$ cat src/rtl/mem_stage_pkg.sv
// mem_stage_pkg: shared widths, data-memory base and MEM-stage sequencer state encodings
package mem_stage_pkg;
  localparam int LEN_REG_ADDRESS = 4;
  localparam int LEN_SRAM_ADDR = 18;
  localparam int LEN_SRAM_DATA = 16;
  localparam int DATA_MEM_BASE_DEF = 1024;
  typedef enum logic [1:0] {
    MEM_ST_IDLE = 2'd0,
    MEM_ST_LO   = 2'd1,
    MEM_ST_HI   = 2'd2,
    MEM_ST_DONE = 2'd3
  } mem_st_t;
endpackage

$ cat src/rtl/mem_stage_if.sv
// mem_stage_if: 16-bit SRAM pin bundle (address, write strobe, split data bus); master = controller, slave = memory
interface mem_stage_if;
  import mem_stage_pkg::*;
  logic [LEN_SRAM_ADDR-1:0] SRAM_ADDR;
  logic                     SRAM_WE_N;
  logic [LEN_SRAM_DATA-1:0] sram_dq_out;
  logic                     sram_dq_oe;
  logic [LEN_SRAM_DATA-1:0] sram_dq_in;
  modport master (output SRAM_ADDR, SRAM_WE_N, sram_dq_out, sram_dq_oe, input sram_dq_in);
  modport slave (input SRAM_ADDR, SRAM_WE_N, sram_dq_out, sram_dq_oe, output sram_dq_in);
endinterface

$ cat src/rtl/mem_stage_sram_controller.sv
// sram_controller: splits a 32-bit access into two 16-bit SRAM halves; ports: start_rd/start_wr (capture-time flags), wr (held flag), addr/wdata (held), mem_rdata, freeze, sram bus
module sram_controller
  import mem_stage_pkg::*;
#(
  parameter int WAIT_CYCLES = 5,
  parameter int DATA_MEM_BASE = DATA_MEM_BASE_DEF
) (
  input  logic        clk,
  input  logic        rst,
  input  logic        start_rd,
  input  logic        start_wr,
  input  logic        wr,
  input  logic [31:0] addr,
  input  logic [31:0] wdata,
  output logic [31:0] mem_rdata,
  output logic        freeze,
  mem_stage_if.master sram
);
  localparam int CW = $clog2(WAIT_CYCLES);
  localparam logic [CW-1:0] LAST = CW'(WAIT_CYCLES - 1);
  mem_st_t state, ns;
  logic [CW-1:0] cnt, ncnt;
  logic busy, nbusy, last, nwr;
  logic [15:0] w;
  always_comb begin
    busy = state == MEM_ST_LO || state == MEM_ST_HI;
    last = cnt == LAST;
    ns = busy ? (last ? (state == MEM_ST_LO ? MEM_ST_HI : MEM_ST_DONE) : state)
              : (start_rd || start_wr ? MEM_ST_LO : MEM_ST_IDLE);
    ncnt = busy && !last ? cnt + CW'(1) : '0;
    nbusy = ns == MEM_ST_LO || ns == MEM_ST_HI;
    nwr = busy ? wr : start_wr;
    w = 16'((addr - 32'(DATA_MEM_BASE)) >> 2);
  end
  assign freeze = busy;
  assign sram.SRAM_ADDR = state == MEM_ST_LO ? {w, 1'b0} : state == MEM_ST_HI ? {w, 1'b1} : '0;
  assign sram.sram_dq_out = state == MEM_ST_HI ? wdata[31:16] : wdata[15:0];
  // strobe and drive enable are registered from next-state so the pins never glitch;
  // the strobe releases on the last cycle of each half to give data hold time
  always_ff @(posedge clk) begin
    if (rst) begin
      state <= MEM_ST_IDLE;
      cnt <= '0;
      sram.SRAM_WE_N <= 1'b1;
      sram.sram_dq_oe <= 1'b0;
      mem_rdata <= '0;
    end else begin
      state <= ns;
      cnt <= ncnt;
      sram.SRAM_WE_N <= !(nbusy && nwr && ncnt != LAST);
      sram.sram_dq_oe <= nbusy && nwr;
      if (busy && last && !wr) begin
        if (state == MEM_ST_LO) mem_rdata[15:0] <= sram.sram_dq_in;
        else mem_rdata[31:16] <= sram.sram_dq_in;
      end
    end
  end
endmodule

$ cat src/rtl/mem_stage.sv
// mem_stage: EXE->MEM pipeline register plus SRAM sequencer; ports: exe_* in, MEM_*/mem_read_out/mem_rdata out, freeze/wb_valid stall control, sram bus
module mem_stage
  import mem_stage_pkg::*;
#(
  parameter int WAIT_CYCLES = 5,
  parameter int DATA_MEM_BASE = DATA_MEM_BASE_DEF
) (
  input  logic                       clk,
  input  logic                       rst,
  input  logic                       exe_wb_enable,
  input  logic                       exe_mem_read,
  input  logic                       exe_mem_write,
  input  logic [LEN_REG_ADDRESS-1:0] exe_reg_dest,
  input  logic [31:0]                exe_alu_result,
  input  logic [31:0]                exe_val_rm,
  output logic                       MEM_wb_enable,
  output logic [LEN_REG_ADDRESS-1:0] MEM_reg_dest,
  output logic [31:0]                MEM_alu_result,
  output logic                       mem_read_out,
  output logic [31:0]                mem_rdata,
  output logic                       freeze,
  output logic                       wb_valid,
  mem_stage_if.master                sram
);
  logic mem_write;
  logic [31:0] val_rm;
  assign wb_valid = !freeze;
  // a store wins when both flags are set, so the load flag is masked for MEM/WB
  always_ff @(posedge clk) begin
    if (rst) begin
      MEM_wb_enable <= 1'b0;
      MEM_reg_dest <= '0;
      MEM_alu_result <= '0;
      mem_read_out <= 1'b0;
      mem_write <= 1'b0;
      val_rm <= '0;
    end else if (!freeze) begin
      MEM_wb_enable <= exe_wb_enable;
      MEM_reg_dest <= exe_reg_dest;
      MEM_alu_result <= exe_alu_result;
      mem_read_out <= exe_mem_read && !exe_mem_write;
      mem_write <= exe_mem_write;
      val_rm <= exe_val_rm;
    end
  end
  sram_controller #(.WAIT_CYCLES(WAIT_CYCLES), .DATA_MEM_BASE(DATA_MEM_BASE)) u_ctrl (
    .clk(clk),
    .rst(rst),
    .start_rd(exe_mem_read),
    .start_wr(exe_mem_write),
    .wr(mem_write),
    .addr(MEM_alu_result),
    .wdata(val_rm),
    .mem_rdata(mem_rdata),
    .freeze(freeze),
    .sram(sram)
  );
endmodule

$ cat src/flat_wrapper.sv
// flat-port wrapper written by rule: the top's interface ports become plain ports
module mem_stage_flat import mem_stage_pkg::*;
#(
  parameter int WAIT_CYCLES = 5,
  parameter int DATA_MEM_BASE = DATA_MEM_BASE_DEF
)
  (clk, rst, exe_wb_enable, exe_mem_read, exe_mem_write, exe_reg_dest, exe_alu_result, exe_val_rm, MEM_wb_enable, MEM_reg_dest, MEM_alu_result, mem_read_out, mem_rdata, freeze, wb_valid, sram_SRAM_ADDR, sram_SRAM_WE_N, sram_sram_dq_out, sram_sram_dq_oe, sram_sram_dq_in);
  mem_stage_if sram_i ();
  input  logic clk;
  input  logic rst;
  input  logic exe_wb_enable;
  input  logic exe_mem_read;
  input  logic exe_mem_write;
  input  logic [LEN_REG_ADDRESS-1:0] exe_reg_dest;
  input  logic [31:0] exe_alu_result;
  input  logic [31:0] exe_val_rm;
  output logic MEM_wb_enable;
  output logic [LEN_REG_ADDRESS-1:0] MEM_reg_dest;
  output logic [31:0] MEM_alu_result;
  output logic mem_read_out;
  output logic [31:0] mem_rdata;
  output logic freeze;
  output logic wb_valid;
  output wire logic [$bits(sram_i.SRAM_ADDR)-1:0] sram_SRAM_ADDR;
  output wire logic [$bits(sram_i.SRAM_WE_N)-1:0] sram_SRAM_WE_N;
  output wire logic [$bits(sram_i.sram_dq_out)-1:0] sram_sram_dq_out;
  output wire logic [$bits(sram_i.sram_dq_oe)-1:0] sram_sram_dq_oe;
  input wire logic [$bits(sram_i.sram_dq_in)-1:0] sram_sram_dq_in;
  assign sram_SRAM_ADDR = sram_i.SRAM_ADDR;
  assign sram_SRAM_WE_N = sram_i.SRAM_WE_N;
  assign sram_sram_dq_out = sram_i.sram_dq_out;
  assign sram_sram_dq_oe = sram_i.sram_dq_oe;
  assign sram_i.sram_dq_in = sram_sram_dq_in;
  mem_stage #(.WAIT_CYCLES(WAIT_CYCLES), .DATA_MEM_BASE(DATA_MEM_BASE)) u_core (.clk(clk), .rst(rst), .exe_wb_enable(exe_wb_enable), .exe_mem_read(exe_mem_read), .exe_mem_write(exe_mem_write), .exe_reg_dest(exe_reg_dest), .exe_alu_result(exe_alu_result), .exe_val_rm(exe_val_rm), .MEM_wb_enable(MEM_wb_enable), .MEM_reg_dest(MEM_reg_dest), .MEM_alu_result(MEM_alu_result), .mem_read_out(mem_read_out), .mem_rdata(mem_rdata), .freeze(freeze), .wb_valid(wb_valid), .sram(sram_i));
endmodule
$ cat config.mk
export PLATFORM = sky130hd
export DESIGN_NAME = mem_stage_flat
export DESIGN_NICKNAME = d
export VERILOG_FILES = /design/src/rtl/mem_stage_pkg.sv /design/src/rtl/mem_stage_if.sv /design/src/rtl/mem_stage_sram_controller.sv /design/src/rtl/mem_stage.sv /design/src/flat_wrapper.sv
export SDC_FILE = /design/constraint.sdc
export NUM_CORES = 1
export LEC_CHECK = 0
export ABC_CLOCK_PERIOD_IN_PS = 2900
export CORE_MARGIN = 4
export CORE_UTILIZATION = 46
export DETAILED_ROUTE_END_ITERATION = 7
export PLACE_DENSITY = 0.92
export SLEW_MARGIN = 10
export SYNTH_ARGS = -nofsm -noshare
export SYNTH_HDL_FRONTEND = slang
export SYNTH_SLANG_ARGS = --single-unit
$ cat constraint.sdc
create_clock -name clk -period 2.9 [get_ports clk]
set_clock_uncertainty 0.1 [all_clocks]
set_input_delay 0.58 -clock clk [delete_from_list [all_inputs] [get_ports clk]]
set_output_delay 0.58 -clock clk [all_outputs]
set_load 0.01 [all_outputs]
==> run summary, run 1 <==
Post-CTS Setup Bufs = 0
Cell Rows = 36
Worst path top cell family by delay = simple AND/OR/NAND/NOR gates
Synthesized Nets = 565
Synth-to-Final Area Change = 48.4%
Hold EP = u_core.u_ctrl.mem_rdata[24]
RR Endpoint = u_core.MEM_alu_result[18]
CP peak stage delay = 0.59 ns
Multi-input gate area = 2220 µm²
Largest net degree at the start of global routing = 63
Layout cell share with drive strength beyond 1 = 0.0701
Die Y = 108 µm
Synthesis-stage register bit count = 110
DRT Pass-1 Iters = 4
Max-slew violations = 0
Worst-margin pin slew = 1.13 ns
Worst vdd ir = 0.000318 V
Clock Tree Buf Depth = 2
I/O pins = 197
Min cycle time layout = 2.83 ns
Chip width = 108 µm
FILL cells = 752
Final setup margin = 0.0665 ns
RSZ-0062 raised after global routing = false
Final instance area = 6810 µm²
CTS buffer count = 9
Finished Core Util = 0.700
CTS tree = yes
Warnings, synthesis = 0
Mapped cell area = 4590 µm²
Startpoint types = flip-flop
GRT Total Usage = 0.211
Worst hold path type = reg2reg
Crit end category = output port
Clock sinks = 110
Placed Instance Area = 6630 µm²
Final setup TNS = 0 ns
CP max FO = 7
DP HPWL = 9.59 mm
CP Cell Sequence = or4_4, or4_1, o21ai_0, dlygate4sd2_1
Main synth FF type = dfxtp_1
Nets = 745
Routed vias/inst = 5.08
Worst-skew pair later-pin latency = 0.35 ns
Non-filler cells, final = 789
Max Freq = 0.353 GHz
Final Cycle Share = 0.977
Fin. Hold Viols = 0
Inst Count DP = 773
Worst path slowest cell = or4_4
Initial Utilization = 0.472
FF-to-FF Start = u_core.u_ctrl.state[0]
Headroom to the max-slew limit = 0.245
WL final = 12.7 mm
Register Area = 2200 µm²
Syn Inst Count = 471
WP data required = 2.22 ns
Max-cap violations = 0
Setup CP Type = reg2out
Final GP Congestion = 0.788
DR iter-0 viols = 138
First-pass GRT wire length = 19.9 mm
Hold Buf Count CTS = 0
Via count = 4006
Initial antenna violation count = 0
Vias in the first global route = 4146
Drt wl/cell = 16.1 µm
Core area = 9730 µm²
ANT cells = 0
WP data arrival = 2.15 ns
CTS clock-pin slew for the worst setup and hold paths = 0.10 ns
Final-report setup violation count = 0
GRT overflow = 0
WP buf/inv = 1
Pleak = 2.83 nW
Asr flop ratio synth = 0
ANT nets after route = 0
CTS Root Buffer Type = clkbuf_8
Placement-stage worst setup slack = 0.192 ns
Die Footprint = 11600 µm²
Post-synth EDFFs = 0
Mapped Avg Cell Area = 9.74 µm²
Worst-case reg-to-reg path depth = 5
Status = complete, no violations
# port buffers = 195
Worst R2R Setup Slack = 0.52 ns
Yosys cell types = 36
Pwr Density = 458 nW/µm²
H-tree depth = 3
DRC = 0
WHS Path Cells = 2
Worst hold start = u_core.u_ctrl.mem_rdata[24]
Sequential share of the synthesized area = 0.480
[worst max-delay path by stage]
stage | slack [ns] | cells after the start | to | start
2_1_floorplan | 0.67 | 5 | sram_SRAM_ADDR[15] | u_core.u_ctrl.state[1]
3_3_place_gp | 0.25 | 4 | sram_SRAM_ADDR[16] | u_core.MEM_alu_result[12]
3_5_place_dp | 0.19 | 4 | sram_SRAM_ADDR[14] | u_core.MEM_alu_result[12]
4_1_cts | 0.07 | 4 | sram_SRAM_ADDR[15] | u_core.MEM_alu_result[12]
5_1_grt | 0.002 | 6 | sram_SRAM_ADDR[13] | u_core.MEM_alu_result[10]
6_report | 0.07 | 4 | sram_SRAM_ADDR[15] | u_core.MEM_alu_result[12]
[timing repair]
action	4_1_cts	5_1_grt
setup endpoints to repair	12	10
gates cloned	0	0
gates resized for setup	4	3
[report_power, final]
group / switching (mW) / internal, mW
registers: 0.0540 / 1.59
logic: 0.267 / 0.372
clock network: 0.514 / 0.318
total: 0.836 / 2.28
[worst reg2reg max path, delay by kind of cell (launching register included)]
kind          cells  cell delay [ns]
mux               1             0.34
flops             1             0.40
simple gates      1             0.06
buf+inv           2             0.91
fa+ha+maj         1             0.46
[state kept, by name, summed over array words and instances, names as in the netlist, 2 cells and up]
name	count
u_core.MEM_reg_dest	4
u_core.u_ctrl.cnt	3
u_core.val_rm	32
u_core.MEM_alu_result	32
u_core.u_ctrl.mem_rdata	32
u_core.u_ctrl.state	2
[per-layer routing]
metal,part of all wire,GRT usage,up-vias
li1,-,-,1945
met3,0.075,0.0588,25
met4,0.022,0.0748,0
met5,0,0,-
met2,0.53,0.381,141
met1,0.38,0.237,1895
[Yosys cell counts (2+ instances only)]
library cell	count	area (µm²)
or3_1	2	12.5
dfxtp_1	110	2200
nor2b_1	10	62.6
nand3_1	16	80.1
clkbuf_1	17	63.8
mux2i_1	86	861
or4_1	2	15.0
buf_2	12	60.1
ha_1	5	62.6
inv_1	9	33.8
buf_1	3	11.3
buf_4	2	15.0
mux2_2	16	180
nand2_1	2	7.51
nor2_1	81	304
a21oi_1	21	105
xnor2_1	4	35.0
o21ai_0	19	95.1
a2bb2oi_1	2	17.5
nor3b_1	2	15.0
nand2b_1	34	213
nor3_1	2	10.0
[placed cells by master, fill, tap and decap left out, types with 2 or more instances in the layout]
cell / instances
clkdlybuf4s50_1: 191
dfxtp_1: 110
mux2i_1: 86
nor2_1: 80
nand2b_1: 34
a21oi_1: 21
o21ai_0: 19
mux2_2: 16
nand3_1: 16
nor2b_1: 10
inv_1: 9
clkbuf_8: 9
buf_4: 8
xnor2_1: 4
ha_1: 4
or4_1: 2
nor3b_1: 2
nor3_1: 2
or3_1: 2
nand2_1: 2
a2bb2oi_1: 2
clkinvlp_4: 2
clkinv_4: 2
dlygate4sd2_1: 2
[stage by stage]
stage	hold slack (ns)	power [mW]
2_1_floorplan	0.330	1.98
3_3_place_gp	0.342	2.29
3_5_place_dp	0.366	2.32
4_1_cts	0.385	3.15
5_1_grt	0.410	3.27
6_report	0.384	3.12
[cells by family after synthesis]
family                   after synthesis  share of synthesized area
AND/OR/NAND/NOR                      158                      0.174
flip-flops                           110                      0.480
multiplexers                         102                      0.227
AO/OA/AOI/OAI                         47                     0.0553
buffers and inverters                 43                     0.0401
adder cells (fa/ha/maj)                5                     0.0136
XOR/XNOR                               5                    0.00954
other                                  1                   0.000817
[final cells by class]
cell class | instances | area share
Multi-Input combinational cell | 318 | 0.326
Sequential cell | 110 | 0.323
Timing Repair Buffer | 203 | 0.295
Tap cell | 133 | 0.0244
Clock buffer | 10 | 0.0187
Clock inverter | 6 | 0.00680
Inverter | 9 | 0.00496
Power figures use the tool's default switching activity.
==> run 2: changes to the inputs <==
--- a/config.mk
+++ b/config.mk
@@ -5,12 +5,13 @@
 export SDC_FILE = /design/constraint.sdc
 export NUM_CORES = 1
 export LEC_CHECK = 0
-export ABC_CLOCK_PERIOD_IN_PS = 2900
+export ABC_CLOCK_PERIOD_IN_PS = 3300
 export CORE_MARGIN = 4
-export CORE_UTILIZATION = 46
+export CORE_UTILIZATION = 45
 export DETAILED_ROUTE_END_ITERATION = 7
-export PLACE_DENSITY = 0.92
+export PLACE_DENSITY = 0.91
 export SLEW_MARGIN = 10
 export SYNTH_ARGS = -nofsm -noshare
 export SYNTH_HDL_FRONTEND = slang
+export SYNTH_HIERARCHICAL = 1
 export SYNTH_SLANG_ARGS = --single-unit
==> constraint.sdc (replaced) <==
create_clock -name clk -period 3.3 [get_ports clk]
set_clock_uncertainty 0.1 [all_clocks]
set_input_delay 0.66 -clock clk [delete_from_list [all_inputs] [get_ports clk]]
set_output_delay 0.66 -clock clk [all_outputs]
set_load 0.01 [all_outputs]
==> run summary, run 2 <==
Status = complete, no violations
Via count = 4013
Clock Tree Buf Depth = 2
Worst hold path type = reg2reg
Largest cells by area after synthesis = dfxtp_1 49%, mux2i_1 16%, nor2_1 6.6%
CP max FO = 6
DRC = 0
Chip width = 108 µm
Worst-skew pair later-pin latency = 0.35 ns
Headroom to the max-slew limit = 0.415
Post-synth top area cell = dfxtp_1
Largest regs = u_core/MEM_alu_result (32), u_core/u_ctrl/mem_rdata (32), u_core/val_rm (32)
Mapped Avg Cell Area = 9.48 µm²
Worst vdd ir = 0.000257 V
GRT overflow = 0
CTS tree = yes
Synth-to-Final Area Change = 49.3%
Register Area = 2200 µm²
Final-report setup violation count = 0
Initial antenna violation count = 0
Drt wl/cell = 16.0 µm
Fin. Hold Viols = 0
I/O pins = 197
Startpoint types = flip-flop
Worst-case reg-to-reg path depth = 6
Routed vias/inst = 5.13
First-pass GRT wire length = 19.5 mm
ANT nets after route = 0
Die Footprint = 11600 µm²
Main synth FF type = dfxtp_1
Final setup margin = 0.0901 ns
Layout cell share with drive strength beyond 1 = 0.0723
WL final = 12.5 mm
Multi-input gate area = 2050 µm²
Final GP Congestion = 0.803
Worst hold start = u_core/mem_read_out
WP data required = 2.54 ns
Most Crowded Layer GR = met2
DRT Pass-1 Iters = 4
DP HPWL = 9.37 mm
Warnings, synthesis = 6
# port buffers = 195
Crit end category = output port
FILL cells = 780
CTS clock-pin slew for the worst setup and hold paths = 0.09 ns
GRT Total Usage = 0.208
Yosys cell types = 38
Max Freq = 0.312 GHz
Top post-synthesis cells by count = 110 x dfxtp_1, 79 x nor2_1, 70 x mux2i_1
H-tree depth = 3
Nets = 739
Sequential share of the synthesized area = 0.493
Most common cell after layout, fill and taps aside = clkdlybuf4s50_1
Clock sinks = 110
Vias in the first global route = 4053
Worst R2R Setup Slack = 1.09 ns
Yosys top cell area share = 0.493
Met2 Use GR = 0.393
Final Cycle Share = 0.973
Min cycle time layout = 3.21 ns
Die Y = 108 µm
WP data arrival = 2.45 ns
Mapped cell area = 4470 µm²
Max-cap violations = 0
CTS buffer count = 9
RR Endpoint = u_core/u_ctrl/mem_rdata[13]
Pleak = 2.54 nW
Hold EP = u_core/mem_read_out
Post-synth EDFFs = 0
ANT cells = 0
RSZ-0062 raised after global routing = false
Max-slew violations = 0
Initial Utilization = 0.459
GR Util met3 = 0.0348
Asr flop ratio synth = 0
Setup CP Type = reg2out
Final setup TNS = 0 ns
Syn Inst Count = 471
Worst-margin pin slew = 0.877 ns
Largest net degree at the start of global routing = 72
Pwr Density = 419 nW/µm²
Most frequent cell after synthesis = dfxtp_1
Core area = 9730 µm²
CTS Root Buffer Type = clkbuf_8
Commonest non-fill, non-tap cells in the layout = 192 x clkdlybuf4s50_1, 110 x dfxtp_1, 79 x nor2_1
Cell Rows = 36
Hold Buf Count CTS = 0
Synthesized Nets = 565
WHS Path Cells = 2
FF-to-FF Start = u_core/u_ctrl/state[1]
Grt met1 use = 0.230
DR iter-0 viols = 227
Post-CTS Setup Bufs = 0
Placement-stage worst setup slack = 0.335 ns
Synthesis-stage register bit count = 110
-- run 2: changes by cell type after synthesis, sizes merged, moves of 3 or more --
| cell | change |
|---|---|
| mux2i | -16 |
| o21ai | +13 |
| nand3 | +16 |
| a21oi | +17 |
| a211oi | +3 |
| buf | -4 |
| or3b | +3 |
| nand2b | -34 |
| clkbuf | +9 |
-- run 2: cell type report --
| cell class | instances | share of cell area |
|---|---|---|
| timing repair buffer | 202 | 0.302 |
| clock inverter | 5 | 0.00619 |
| inverter | 10 | 0.00582 |
| clock buffer | 11 | 0.0227 |
| tap | 133 | 0.0250 |
| multi-input combinational | 312 | 0.308 |
| sequential | 110 | 0.330 |
-- run 2: logic make-up after synthesis --
kind of cell / Yosys count / share of synthesized area
mux: 86 / 0.197
fa+ha+maj: 5 / 0.0140
compound gates: 79 / 0.0930
buf+inv: 49 / 0.0507
flops: 110 / 0.493
xor+xnor: 3 / 0.00589
other cells: 1 / 0.000840
simple gates: 138 / 0.145
-- run 2: timing repair --
action                                  CTS  global route
endpoints found under the setup margin    1             1
hold endpoints to repair                  0             0
gates resized for setup                   1             1
-- run 2: power breakdown --
| group | switching [mW] | leakage, nW | internal (mW) |
|---|---|---|---|
| Combinational | 0.246 | 1.54 | 0.326 |
| Sequential | 0.0487 | 0.904 | 1.40 |
| Clock | 0.449 | 0.0922 | 0.322 |
| Total | 0.744 | 2.54 | 2.05 |
-- run 2: worst max path at each step --
stage / to / slack, ns / startpoint / cells after the start
global placement: sram_SRAM_ADDR[15] / 0.39 / u_core/MEM_alu_result[10] / 6
finish: sram_SRAM_ADDR[14] / 0.09 / u_core/MEM_alu_result[12] / 4
CTS: sram_SRAM_ADDR[16] / 0.003 / u_core/MEM_alu_result[12] / 4
global route: sram_SRAM_ADDR[14] / 0.002 / u_core/MEM_alu_result[12] / 4
detailed placement: sram_SRAM_ADDR[15] / 0.33 / u_core/MEM_alu_result[10] / 6
floorplan: sram_SRAM_ADDR[15] / 0.84 / u_core/MEM_alu_result[10] / 5
-- run 2: critical path, cell delays in order (launching register included) --
cell and delay, ns:
dfxtp_1 0.38, or4_4 0.58, or3_2 0.43, a21oi_1 0.15, clkdlybuf4s50_1 0.56
-- run 2: layer usage --
layer	part of all wire	up-vias	wire length (µm)
met5	0	-	0
met4	0.027	0	337
met3	0.062	23	773
met2	0.54	153	6740
met1	0.37	1875	4660
li1	-	1962	-
-- run 2: per-stage QoR --
stage                     instances  cell area, µm²  hold WS, ns  utilization  power [mW]
after floorplan                 471            4470        0.358            -        1.75
after global placement          767            6470        0.352        0.665        2.03
after detailed placement        767            6470        0.359        0.665        2.05
after CTS                       783            6670        0.371        0.685        2.82
after global routing            783            6670        0.408        0.685        2.92
final                           783            6670        0.373        0.685        2.79
==> run 3: changes to the inputs <==
--- a/config.mk
+++ b/config.mk
@@ -15,3 +15,4 @@
 export SYNTH_HDL_FRONTEND = slang
 export SYNTH_HIERARCHICAL = 1
 export SYNTH_SLANG_ARGS = --single-unit
+export TNS_END_PERCENT = 20
==> results of run 3 <==
No change in the layout: final DEF, timing and power equal those of run 2.
